==> src/rtl/mem_fill_arbiter_if.sv <==
// Request, main-memory and fill-steering signals shared between mem_fill_arbiter
// (master) and the caches/main memory around it (slave).
interface mem_fill_arbiter_if;
    logic        icache_miss;
    logic [15:0] icache_miss_addr;
    logic        dcache_miss;
    logic [15:0] dcache_miss_addr;
    logic        dcache_wr_req;
    logic [15:0] dcache_wr_addr;
    logic [15:0] dcache_wr_data;
    logic        mem_enable;
    logic        mem_wr;
    logic [15:0] mem_addr;
    logic [15:0] mem_wdata;
    logic        mem_data_valid;
    logic [15:0] mem_rdata;
    logic [15:0] fill_addr;
    logic [15:0] fill_data;
    logic        icache_fill_we;
    logic        dcache_fill_we;
    logic        icache_fill_done;
    logic        dcache_fill_done;
    logic        wr_ack;
    logic        busy;

    modport master (
        input  icache_miss, icache_miss_addr, dcache_miss, dcache_miss_addr,
               dcache_wr_req, dcache_wr_addr, dcache_wr_data, mem_data_valid, mem_rdata,
        output mem_enable, mem_wr, mem_addr, mem_wdata, fill_addr, fill_data,
               icache_fill_we, dcache_fill_we, icache_fill_done, dcache_fill_done,
               wr_ack, busy
    );

    modport slave (
        output icache_miss, icache_miss_addr, dcache_miss, dcache_miss_addr,
               dcache_wr_req, dcache_wr_addr, dcache_wr_data, mem_data_valid, mem_rdata,
        input  mem_enable, mem_wr, mem_addr, mem_wdata, fill_addr, fill_data,
               icache_fill_we, dcache_fill_we, icache_fill_done, dcache_fill_done,
               wr_ack, busy
    );
endinterface

==> src/rtl/mem_fill_arbiter.sv <==
// Shares the main-memory port between write-through stores, D-cache fills and
// I-cache fills; issues block reads back-to-back and steers returns to the owner.
module mem_fill_arbiter #(
    parameter int BLOCK_WORDS = 8
) (
    input  logic               clk,
    input  logic               rst,
    mem_fill_arbiter_if.master bus
);
    localparam int              BLOCK_BYTES = 2 * BLOCK_WORDS;
    localparam int              CW          = $clog2(BLOCK_WORDS) + 1;
    localparam logic [CW-1:0]   LAST_IDX    = CW'(BLOCK_WORDS - 1);
    localparam logic [CW-1:0]   CNT_ONE     = {{(CW-1){1'b0}}, 1'b1};
    localparam logic [15:0]     ALIGN_MASK  = ~(16'(BLOCK_BYTES) - 16'd1);

    typedef enum logic [1:0] {
        IDLE       = 2'd0,
        WRITE      = 2'd1,
        FILL_ISSUE = 2'd2,
        FILL_DRAIN = 2'd3
    } state_t;

    state_t        state_r;
    logic          owner_d_r;
    logic [15:0]   base_r;
    logic [CW-1:0] issue_cnt_r;
    logic [CW-1:0] recv_cnt_r;
    logic          mem_enable_r;
    logic          mem_wr_r;
    logic [15:0]   mem_addr_r;
    logic [15:0]   mem_wdata_r;
    logic          wr_ack_r;
    logic          busy_r;

    logic          fill_active_s;
    logic          last_word_s;
    logic [CW-1:0] issue_next_s;
    logic [15:0]   grant_base_s;

    function automatic logic [15:0] block_base(input logic [15:0] addr);
        return addr & ALIGN_MASK;
    endfunction

    // Byte address of word idx in a block; 16-bit modulo so the top block never carries out.
    function automatic logic [15:0] word_addr(input logic [15:0] base, input logic [CW-1:0] idx);
        return base + 16'({idx, 1'b0});
    endfunction

    // Return steering and grant address: valid data counts only while a fill is live.
    always_comb begin
        fill_active_s = 1'b0;
        if (!rst && bus.mem_data_valid && (state_r == FILL_ISSUE || state_r == FILL_DRAIN)) begin
            fill_active_s = 1'b1;
        end else begin
            fill_active_s = 1'b0;
        end
        last_word_s  = fill_active_s && (recv_cnt_r == LAST_IDX);
        issue_next_s = issue_cnt_r + CNT_ONE;
        grant_base_s = 16'h0000;
        if (bus.dcache_miss) begin
            grant_base_s = block_base(bus.dcache_miss_addr);
        end else begin
            grant_base_s = block_base(bus.icache_miss_addr);
        end
    end

    // Arbitration FSM with registered memory-side outputs.
    always_ff @(posedge clk) begin
        if (rst) begin
            state_r      <= IDLE;
            owner_d_r    <= 1'b0;
            base_r       <= 16'h0000;
            issue_cnt_r  <= {CW{1'b0}};
            recv_cnt_r   <= {CW{1'b0}};
            mem_enable_r <= 1'b0;
            mem_wr_r     <= 1'b0;
            mem_addr_r   <= 16'h0000;
            mem_wdata_r  <= 16'h0000;
            wr_ack_r     <= 1'b0;
            busy_r       <= 1'b0;
        end else begin
            if (fill_active_s) begin
                recv_cnt_r <= recv_cnt_r + CNT_ONE;
            end
            case (state_r)
                IDLE: begin
                    if (bus.dcache_wr_req) begin
                        state_r      <= WRITE;
                        mem_enable_r <= 1'b1;
                        mem_wr_r     <= 1'b1;
                        mem_addr_r   <= bus.dcache_wr_addr;
                        mem_wdata_r  <= bus.dcache_wr_data;
                        wr_ack_r     <= 1'b1;
                        busy_r       <= 1'b1;
                    end else if (bus.dcache_miss || bus.icache_miss) begin
                        state_r      <= FILL_ISSUE;
                        owner_d_r    <= bus.dcache_miss;
                        base_r       <= grant_base_s;
                        issue_cnt_r  <= {CW{1'b0}};
                        recv_cnt_r   <= {CW{1'b0}};
                        mem_enable_r <= 1'b1;
                        mem_wr_r     <= 1'b0;
                        mem_addr_r   <= grant_base_s;
                        busy_r       <= 1'b1;
                    end
                end
                WRITE: begin
                    state_r      <= IDLE;
                    mem_enable_r <= 1'b0;
                    mem_wr_r     <= 1'b0;
                    mem_addr_r   <= 16'h0000;
                    mem_wdata_r  <= 16'h0000;
                    wr_ack_r     <= 1'b0;
                    busy_r       <= 1'b0;
                end
                FILL_ISSUE: begin
                    issue_cnt_r <= issue_next_s;
                    if (issue_cnt_r == LAST_IDX) begin
                        state_r      <= FILL_DRAIN;
                        mem_enable_r <= 1'b0;
                        mem_addr_r   <= 16'h0000;
                    end else begin
                        mem_addr_r <= word_addr(base_r, issue_next_s);
                    end
                end
                FILL_DRAIN: begin
                    state_r <= FILL_DRAIN;
                end
                default: begin
                    state_r <= IDLE;
                end
            endcase
            // The last returned word ends the fill regardless of issue progress.
            if (last_word_s) begin
                state_r      <= IDLE;
                mem_enable_r <= 1'b0;
                mem_addr_r   <= 16'h0000;
                busy_r       <= 1'b0;
            end
        end
    end

    assign bus.mem_enable       = mem_enable_r;
    assign bus.mem_wr           = mem_wr_r;
    assign bus.mem_addr         = mem_addr_r;
    assign bus.mem_wdata        = mem_wdata_r;
    assign bus.wr_ack           = wr_ack_r;
    assign bus.busy             = busy_r;
    assign bus.fill_addr        = fill_active_s ? word_addr(base_r, recv_cnt_r) : 16'h0000;
    assign bus.fill_data        = fill_active_s ? bus.mem_rdata : 16'h0000;
    assign bus.icache_fill_we   = fill_active_s && !owner_d_r;
    assign bus.dcache_fill_we   = fill_active_s && owner_d_r;
    assign bus.icache_fill_done = last_word_s && !owner_d_r;
    assign bus.dcache_fill_done = last_word_s && owner_d_r;
endmodule

==> src/flat_wrapper.sv <==
// flat-port wrapper written by rule: the top's interface ports become plain ports
module mem_fill_arbiter_flat 
#(
    parameter int BLOCK_WORDS = 8
)
  (clk, rst, bus_icache_miss, bus_icache_miss_addr, bus_dcache_miss, bus_dcache_miss_addr, bus_dcache_wr_req, bus_dcache_wr_addr, bus_dcache_wr_data, bus_mem_data_valid, bus_mem_rdata, bus_mem_enable, bus_mem_wr, bus_mem_addr, bus_mem_wdata, bus_fill_addr, bus_fill_data, bus_icache_fill_we, bus_dcache_fill_we, bus_icache_fill_done, bus_dcache_fill_done, bus_wr_ack, bus_busy);
  mem_fill_arbiter_if bus_i ();
  input  logic clk;
  input  logic rst;
  input wire logic [$bits(bus_i.icache_miss)-1:0] bus_icache_miss;
  input wire logic [$bits(bus_i.icache_miss_addr)-1:0] bus_icache_miss_addr;
  input wire logic [$bits(bus_i.dcache_miss)-1:0] bus_dcache_miss;
  input wire logic [$bits(bus_i.dcache_miss_addr)-1:0] bus_dcache_miss_addr;
  input wire logic [$bits(bus_i.dcache_wr_req)-1:0] bus_dcache_wr_req;
  input wire logic [$bits(bus_i.dcache_wr_addr)-1:0] bus_dcache_wr_addr;
  input wire logic [$bits(bus_i.dcache_wr_data)-1:0] bus_dcache_wr_data;
  input wire logic [$bits(bus_i.mem_data_valid)-1:0] bus_mem_data_valid;
  input wire logic [$bits(bus_i.mem_rdata)-1:0] bus_mem_rdata;
  output wire logic [$bits(bus_i.mem_enable)-1:0] bus_mem_enable;
  output wire logic [$bits(bus_i.mem_wr)-1:0] bus_mem_wr;
  output wire logic [$bits(bus_i.mem_addr)-1:0] bus_mem_addr;
  output wire logic [$bits(bus_i.mem_wdata)-1:0] bus_mem_wdata;
  output wire logic [$bits(bus_i.fill_addr)-1:0] bus_fill_addr;
  output wire logic [$bits(bus_i.fill_data)-1:0] bus_fill_data;
  output wire logic [$bits(bus_i.icache_fill_we)-1:0] bus_icache_fill_we;
  output wire logic [$bits(bus_i.dcache_fill_we)-1:0] bus_dcache_fill_we;
  output wire logic [$bits(bus_i.icache_fill_done)-1:0] bus_icache_fill_done;
  output wire logic [$bits(bus_i.dcache_fill_done)-1:0] bus_dcache_fill_done;
  output wire logic [$bits(bus_i.wr_ack)-1:0] bus_wr_ack;
  output wire logic [$bits(bus_i.busy)-1:0] bus_busy;
  assign bus_i.icache_miss = bus_icache_miss;
  assign bus_i.icache_miss_addr = bus_icache_miss_addr;
  assign bus_i.dcache_miss = bus_dcache_miss;
  assign bus_i.dcache_miss_addr = bus_dcache_miss_addr;
  assign bus_i.dcache_wr_req = bus_dcache_wr_req;
  assign bus_i.dcache_wr_addr = bus_dcache_wr_addr;
  assign bus_i.dcache_wr_data = bus_dcache_wr_data;
  assign bus_i.mem_data_valid = bus_mem_data_valid;
  assign bus_i.mem_rdata = bus_mem_rdata;
  assign bus_mem_enable = bus_i.mem_enable;
  assign bus_mem_wr = bus_i.mem_wr;
  assign bus_mem_addr = bus_i.mem_addr;
  assign bus_mem_wdata = bus_i.mem_wdata;
  assign bus_fill_addr = bus_i.fill_addr;
  assign bus_fill_data = bus_i.fill_data;
  assign bus_icache_fill_we = bus_i.icache_fill_we;
  assign bus_dcache_fill_we = bus_i.dcache_fill_we;
  assign bus_icache_fill_done = bus_i.icache_fill_done;
  assign bus_dcache_fill_done = bus_i.dcache_fill_done;
  assign bus_wr_ack = bus_i.wr_ack;
  assign bus_busy = bus_i.busy;
  mem_fill_arbiter #(.BLOCK_WORDS(BLOCK_WORDS)) u_core (.clk(clk), .rst(rst), .bus(bus_i));
endmodule
==> config.mk <==
export PLATFORM = sky130hd
export DESIGN_NAME = mem_fill_arbiter_flat
export DESIGN_NICKNAME = d
export VERILOG_FILES = /design/src/rtl/mem_fill_arbiter_if.sv /design/src/rtl/mem_fill_arbiter.sv /design/src/flat_wrapper.sv
export SDC_FILE = /design/constraint.sdc
export NUM_CORES = 1
export LEC_CHECK = 0
export ABC_AREA = 1
export CAP_MARGIN = 5
export CELL_PAD_IN_SITES_DETAIL_PLACEMENT = 1
export CELL_PAD_IN_SITES_GLOBAL_PLACEMENT = 2
export CORE_MARGIN = 1.5
export CORE_UTILIZATION = 23
export CTS_CLUSTER_SIZE = 28
export DETAILED_ROUTE_END_ITERATION = 7
export GPL_ROUTABILITY_DRIVEN = 0
export PLACE_DENSITY = 0.94
export SLEW_MARGIN = 15
export SYNTH_ARGS = -nofsm -noshare
export SYNTH_HDL_FRONTEND = slang
export SYNTH_SLANG_ARGS = --single-unit
export TNS_END_PERCENT = 5
==> constraint.sdc <==
create_clock -name clk -period 4.62 [get_ports clk]
set_clock_uncertainty 0.1 [all_clocks]
set_input_delay 1.155 -clock clk [delete_from_list [all_inputs] [get_ports clk]]
set_output_delay 1.155 -clock clk [all_outputs]
set_load 0.01 [all_outputs]
## Yosys cells after proc, flatten, opt, wreduce, memory -nomap -nowiden

Index checks and enable logic that the tools add are counted.

| cells by class | value |
|---|---|
| bitwise operators | 1 |
| add/subtract/negate cells | 4 |
| muxes and demuxes | 31 |
| reduce and logical (&&, ||, !) cells | 23 |
| equality and inequality tests | 10 |

Operators by type and width:

| cell | number |
|---|---|
| two-way mux 16 bit | 7 |
| case mux 16 bit (3 select lines) | 1 |
| adder 16 x 5 -> 16 bit | 2 |
| case mux 16 bit (2 select lines) | 1 |
| two-way mux 4 bit | 6 |
| AND reduction 3 bit | 3 |
| adder 4 x 1 -> 4 bit (second input constant) | 2 |
| == test 4 x 3 -> 1 bit (second input constant) | 2 |
| case mux 2 bit (4 select lines) | 1 |
| case mux 4 bit (2 select lines) | 1 |
| AND reduction 2 bit | 4 |
| logical AND 1 bit | 7 |
| two-way mux 1 bit | 7 |
| two-way mux 2 bit | 3 |
| != test 2 bit (second input constant) | 3 |
| case mux 1 bit (2 select lines) | 3 |
| == test 2 bit (second input constant) | 2 |
| nonzero test 2 bit | 2 |
| != test 3 x 2 -> 1 bit (second input constant) | 1 |
| case mux 1 bit (3 select lines) | 1 |
| nonzero test 3 bit | 1 |
| == test 2 x 1 -> 1 bit (second input constant) | 1 |
| logical NOT 1 bit | 2 |
| logical NOT 2 bit | 1 |
| 4 further kinds | 5 |

| storage, ports and cells | value |
|---|---|
| word-level logic and storage cells | 80 |
| output and inout bits | 72 |
| register bits | 63 |
| input bits | 86 |

## Longest topological paths before layout

| depth | value |
|---|---|
| depth after elaboration | 8 |
| gate-level depth with buffers | 11 |
| mapped depth without buffers | 11 |

## Worst setup path after synthesis

No wires, ideal clock.

| path | value |
|---|---|
| path kind | input port to output port |
| from | input port bus_mem_data_valid |
| to | output port bus_fill_addr[11] |
| stages on the path | 7 |
| setup slack | 1.448 ns |
| arrival time | 1.917 ns |
| path buffers | 1 |
| required time | 3.365 ns |
| cell sequence | inv_1 > nor2_4 > nand2_1 > inv_1 > buf_2 > o21ai_0 > a21oi_1 |

| on the way | value |
|---|---|
| cells in the longest elaborated chain, start to end | 4 |

RTL lines:

| item | line | text |
|---|---|---|
| from (decl) | flat_wrapper.sv:17 | `input wire logic [$bits(bus_i.mem_data_valid)-1:0] bus_mem_data_valid;` |
| logical AND 1 bit (2 in series) | mem_fill_arbiter.sv:52 | `if (!rst && bus.mem_data_valid && (state_r == FILL_ISSUE \|\| state_r == FILL_DRAIN)) begin` |
| two-way mux 1 bit | mem_fill_arbiter.sv:52 |  |
| two-way mux 16 bit | mem_fill_arbiter.sv:149 | `assign bus.fill_addr = fill_active_s ? word_addr(base_r, recv_cnt_r) : 16'h0000;` |
| to (decl) | flat_wrapper.sv:23 | `output wire logic [$bits(bus_i.fill_addr)-1:0] bus_fill_addr;` |

Every way passes these cells.

## Worst setup path after layout

| path | value |
|---|---|
| from | input port bus_mem_data_valid |
| to | output port bus_fill_addr[9] |

Same word-level chain as after synthesis.

==> results.py <==
metrics = {
    "status": {
        "status": "finished, final reports clean",
    },
    "synthesis": {
        "syn_area_sq_um": 3590,
        "synth-seq-area-share_pct": 32.9,
        "synth-seq-cells": 59,
        "async_reset_ff_share_pct": 0,
        "yosys-top-cells-area": "dfxtp_1 33%, nor2_1 9.1%, nand2_1 8.7%, inv_1 7.6%, nand3_1 6.4%",
        "syn_area_per_cell_sq_um": 6.64,
        "synth_ff_type": "dfxtp_1",
        "synth.most_common_cell": "nor2_1",
        "synth.top_cell.area_share_pct": 32.9,
        "ys_types": 32,
        "synthCells": 541,
        "ys_warn_count": 0,
        "syn-num-nets": 639,
        "yosysTopAreaCell": "dfxtp_1",
        "synth_common_cells": "87 x nor2_1, 83 x nand2_1, 73 x inv_1",
        "synth-edff-count": 0,
    },
    "global_routing": {
        "grtUsageTotal_pct": 15.5,
        "grt_use_met1_pct": 19.6,
        "grt-ovfl-total": 0,
        "grtUsageMet2_pct": 26.3,
        "grtUsageMet3_pct": 2.84,
        "grt_pass1_wl_um": 20200,
        "grt_pass1_vias": 4067,
        "antenna_found_initial": 0,
        "grt_max_degree": 32,
        "grt_busiest_layer": "met2",
    },
    "cells_and_area": {
        "final_util_pct": 35.9,
        "nNetsFinal": 775,
        "seq_area_sq_um": 1180,
        "multi_input_area_sq_um": 1930,
        "fillerInstances": 1904,
        "antenna_cells": 0,
        "area_delta_synth_final_pct": 52.4,
        "drive_above_1_share_pct": 6.32,
    },
    "drt": {
        "dr.pass1.iters": 4,
        "vias": 3948,
        "ant_nets": 0,
        "route.detailed.drc": 0,
        "wl_per_cell_um": 14.0,
        "drtIter0Drc": 157,
        "wl_um": 12500,
        "vias_per_cell": 4.43,
    },
    "worst_setup_path": {
        "timing.rr.start": "u_core.state_r[0]",
        "cp_max_fo": 11,
        "crit_slowest_cell": "clkdlybuf4s50_1",
        "crit_chain": "clkdlybuf4s50_1 -> inv_1 -> nor2_4 -> nand2_1 -> inv_1 -> o21ai_0 -> a21oi_1 -> clkdlybuf4s50_1",
        "worstSetupEndpointType": "output pin",
        "worstPathArrival_ns": 3.13,
        "setup.worst_path.class": "primary input to output pin",
        "worst_setup_path_start_kind": "primary input",
        "r2r_setup_slack_ns": 2.49,
        "r2r_cells": 10,
        "required_ns": 3.37,
        "critPathMaxStageDelay_ns": 0.58,
        "reg2reg_to": "u_core.bus.mem_addr[5]",
    },
    "sta": {
        "finalHoldViolCount": 0,
        "rsz0062_at_grt": "false",
        "slew_headroom_pct": 31.4,
        "final.setup.tns_ns": 0,
        "period_needed_ns": 4.39,
        "timing.final.max_slew_violations": 0,
        "period_share_pct": 95.0,
        "fmax_mhz": 228,
        "worst_pin_slew_ns": 1.03,
        "setup_viol_count_final": 0,
    },
    "floorplan": {
        "die-area_sq_um": 16400,
        "io_pins": 158,
        "rows": 45,
        "core_sq_um": 15300,
        "die_y_um": 128,
        "fp.dieW_um": 128,
        "start_util_pct": 23.6,
    },
    "pwr": {
        "p_leak_nw": 2.24,
        "power.density_nw_per_um2": 338,
        "irDropWorstVdd_mv": 0.164,
    },
    "cts": {
        "clk_path_buf_depth": 2,
        "clk_latency_ns": 0.33,
        "hold_buffers": 0,
        "tritoncts": "done",
        "cts_buffers": 9,
        "post_cts_buffers": 0,
        "cts-root-buf": "clkbuf_16",
        "cts_sinks": 59,
        "clk_pin_slew_ns": 0.05,
        "cts_max_level": 3,
        "post_cts_resized": 0,
    },
    "placed_design": {
        "portBuffers": 148,
        "hpwl_um": 10100,
    },
    "hold_path": {
        "hold_depth": 2,
        "hold_start": "u_core.bus.busy",
        "holdPathEnd": "u_core.bus.busy",
        "hold_class": "flop to flop",
    },
    "job": {
        "max_cap_violations": 0,
    },
}
-- routing by layer --
metal | up-vias | share of wire, %
met1 | 1818 | 46
met3 | 16 | 4.9
li1 | 2012 | -
met5 | - | 0
met4 | 0 | 1.9
met2 | 102 | 47
-- worst max-delay path by stage --
stage	startpoint	endpoint	slack, ns	cells after the start
finish	bus_mem_data_valid	bus_fill_addr[9]	0.23	8
global route	bus_mem_data_valid	bus_fill_addr[9]	0.0005	8
CTS	bus_mem_data_valid	bus_fill_addr[7]	0.19	8
detailed placement	bus_mem_data_valid	bus_fill_addr[7]	0.19	8
global placement	bus_mem_data_valid	bus_fill_addr[9]	0.20	8
floorplan	bus_mem_data_valid	bus_fill_addr[11]	1.45	7
-- state kept, by name (all words and copies together), names as in the netlist --
name,cells
u_core.bus.mem_addr,16
u_core.bus.mem_wdata,16
u_core.base_r,12
u_core.issue_cnt_r,4
u_core.recv_cnt_r,4
u_core.state_r,2
u_core.bus.busy,1
u_core.bus.mem_enable,1
u_core.bus.mem_wr,1
u_core.bus.wr_ack,1
u_core.owner_d_r,1
-- power breakdown --
group,switching (mW),internal (mW)
sequential,0.0579,0.577
clock,0.222,0.454
combinational,0.295,0.244
-- per-stage QoR --
| stage | std cells | area, sq um | hold WS, ns | total power [mW] | setup slack [ns] |
|---|---|---|---|---|---|
| 3_5_place_dp | 877 | 5180 | 0.360 | 1.18 | 0.186 |
| 5_1_grt | 891 | 5480 | 0.387 | 1.95 | 0.000450 |
| 6_report | 891 | 5480 | 0.363 | 1.85 | 0.233 |
| 3_3_place_gp | 877 | 5180 | 0.350 | 1.16 | 0.199 |
| 4_1_cts | 891 | 5480 | 0.368 | 1.87 | 0.187 |
| 2_1_floorplan | 541 | 3590 | 0.344 | 0.950 | 1.45 |
-- area by class of cell --
| type | count | area share, % |
|---|---|---|
| Clock buffer | 12 | 4.87 |
| Clock inverter | 2 | 0.640 |
| Sequential cell | 59 | 21.6 |
| Tap cell | 211 | 4.82 |
| Inverter | 80 | 5.48 |
| Timing Repair Buffer | 150 | 27.3 |
| Multi-Input combinational cell | 377 | 35.3 |
-- critical path, delay by kind of cell --
kind,cells,cell delay (ns)
buffers and inverters,4,1.37
AO/OA/AOI/OAI,2,0.33
AND/OR/NAND/NOR,2,0.28
-- layout by cell type (no fill, tap or decap), types with 2 or more instances in the layout --
cell type,netlist,final
nor2_4,5,5
nand3_1,46,46
nor3_1,17,17
xor2_1,3,3
buf_4,4,2
a21oi_1,45,45
a211oi_1,4,4
o21ai_0,39,39
a31oi_1,3,3
ha_1,12,12
inv_2,7,7
dfxtp_1,59,59
clkdlybuf4s50_1,0,148
nor3b_1,2,2
nand4_1,4,4
nand2_2,2,2
inv_1,73,73
nand2_1,83,83
nor2_1,87,87
o21ai_1,9,9
a211oi_2,8,8
clkbuf_16,0,9
clkbuf_8,0,3
-- kinds of logic (layout without fill, tap and decap cells) --
group / after synthesis / after routing / synth area share (%)
simple gates: 249 / 249 / 30.6
xor+xnor: 3 / 3 / 0.731
buf+inv: 105 / 244 / 13.3
flops: 59 / 59 / 32.9
compound gates: 112 / 112 / 18.2
fa+ha+maj: 12 / 12 / 4.18
other cells: 1 / 1 / 0.104
Power figures use the tool's default switching activity.
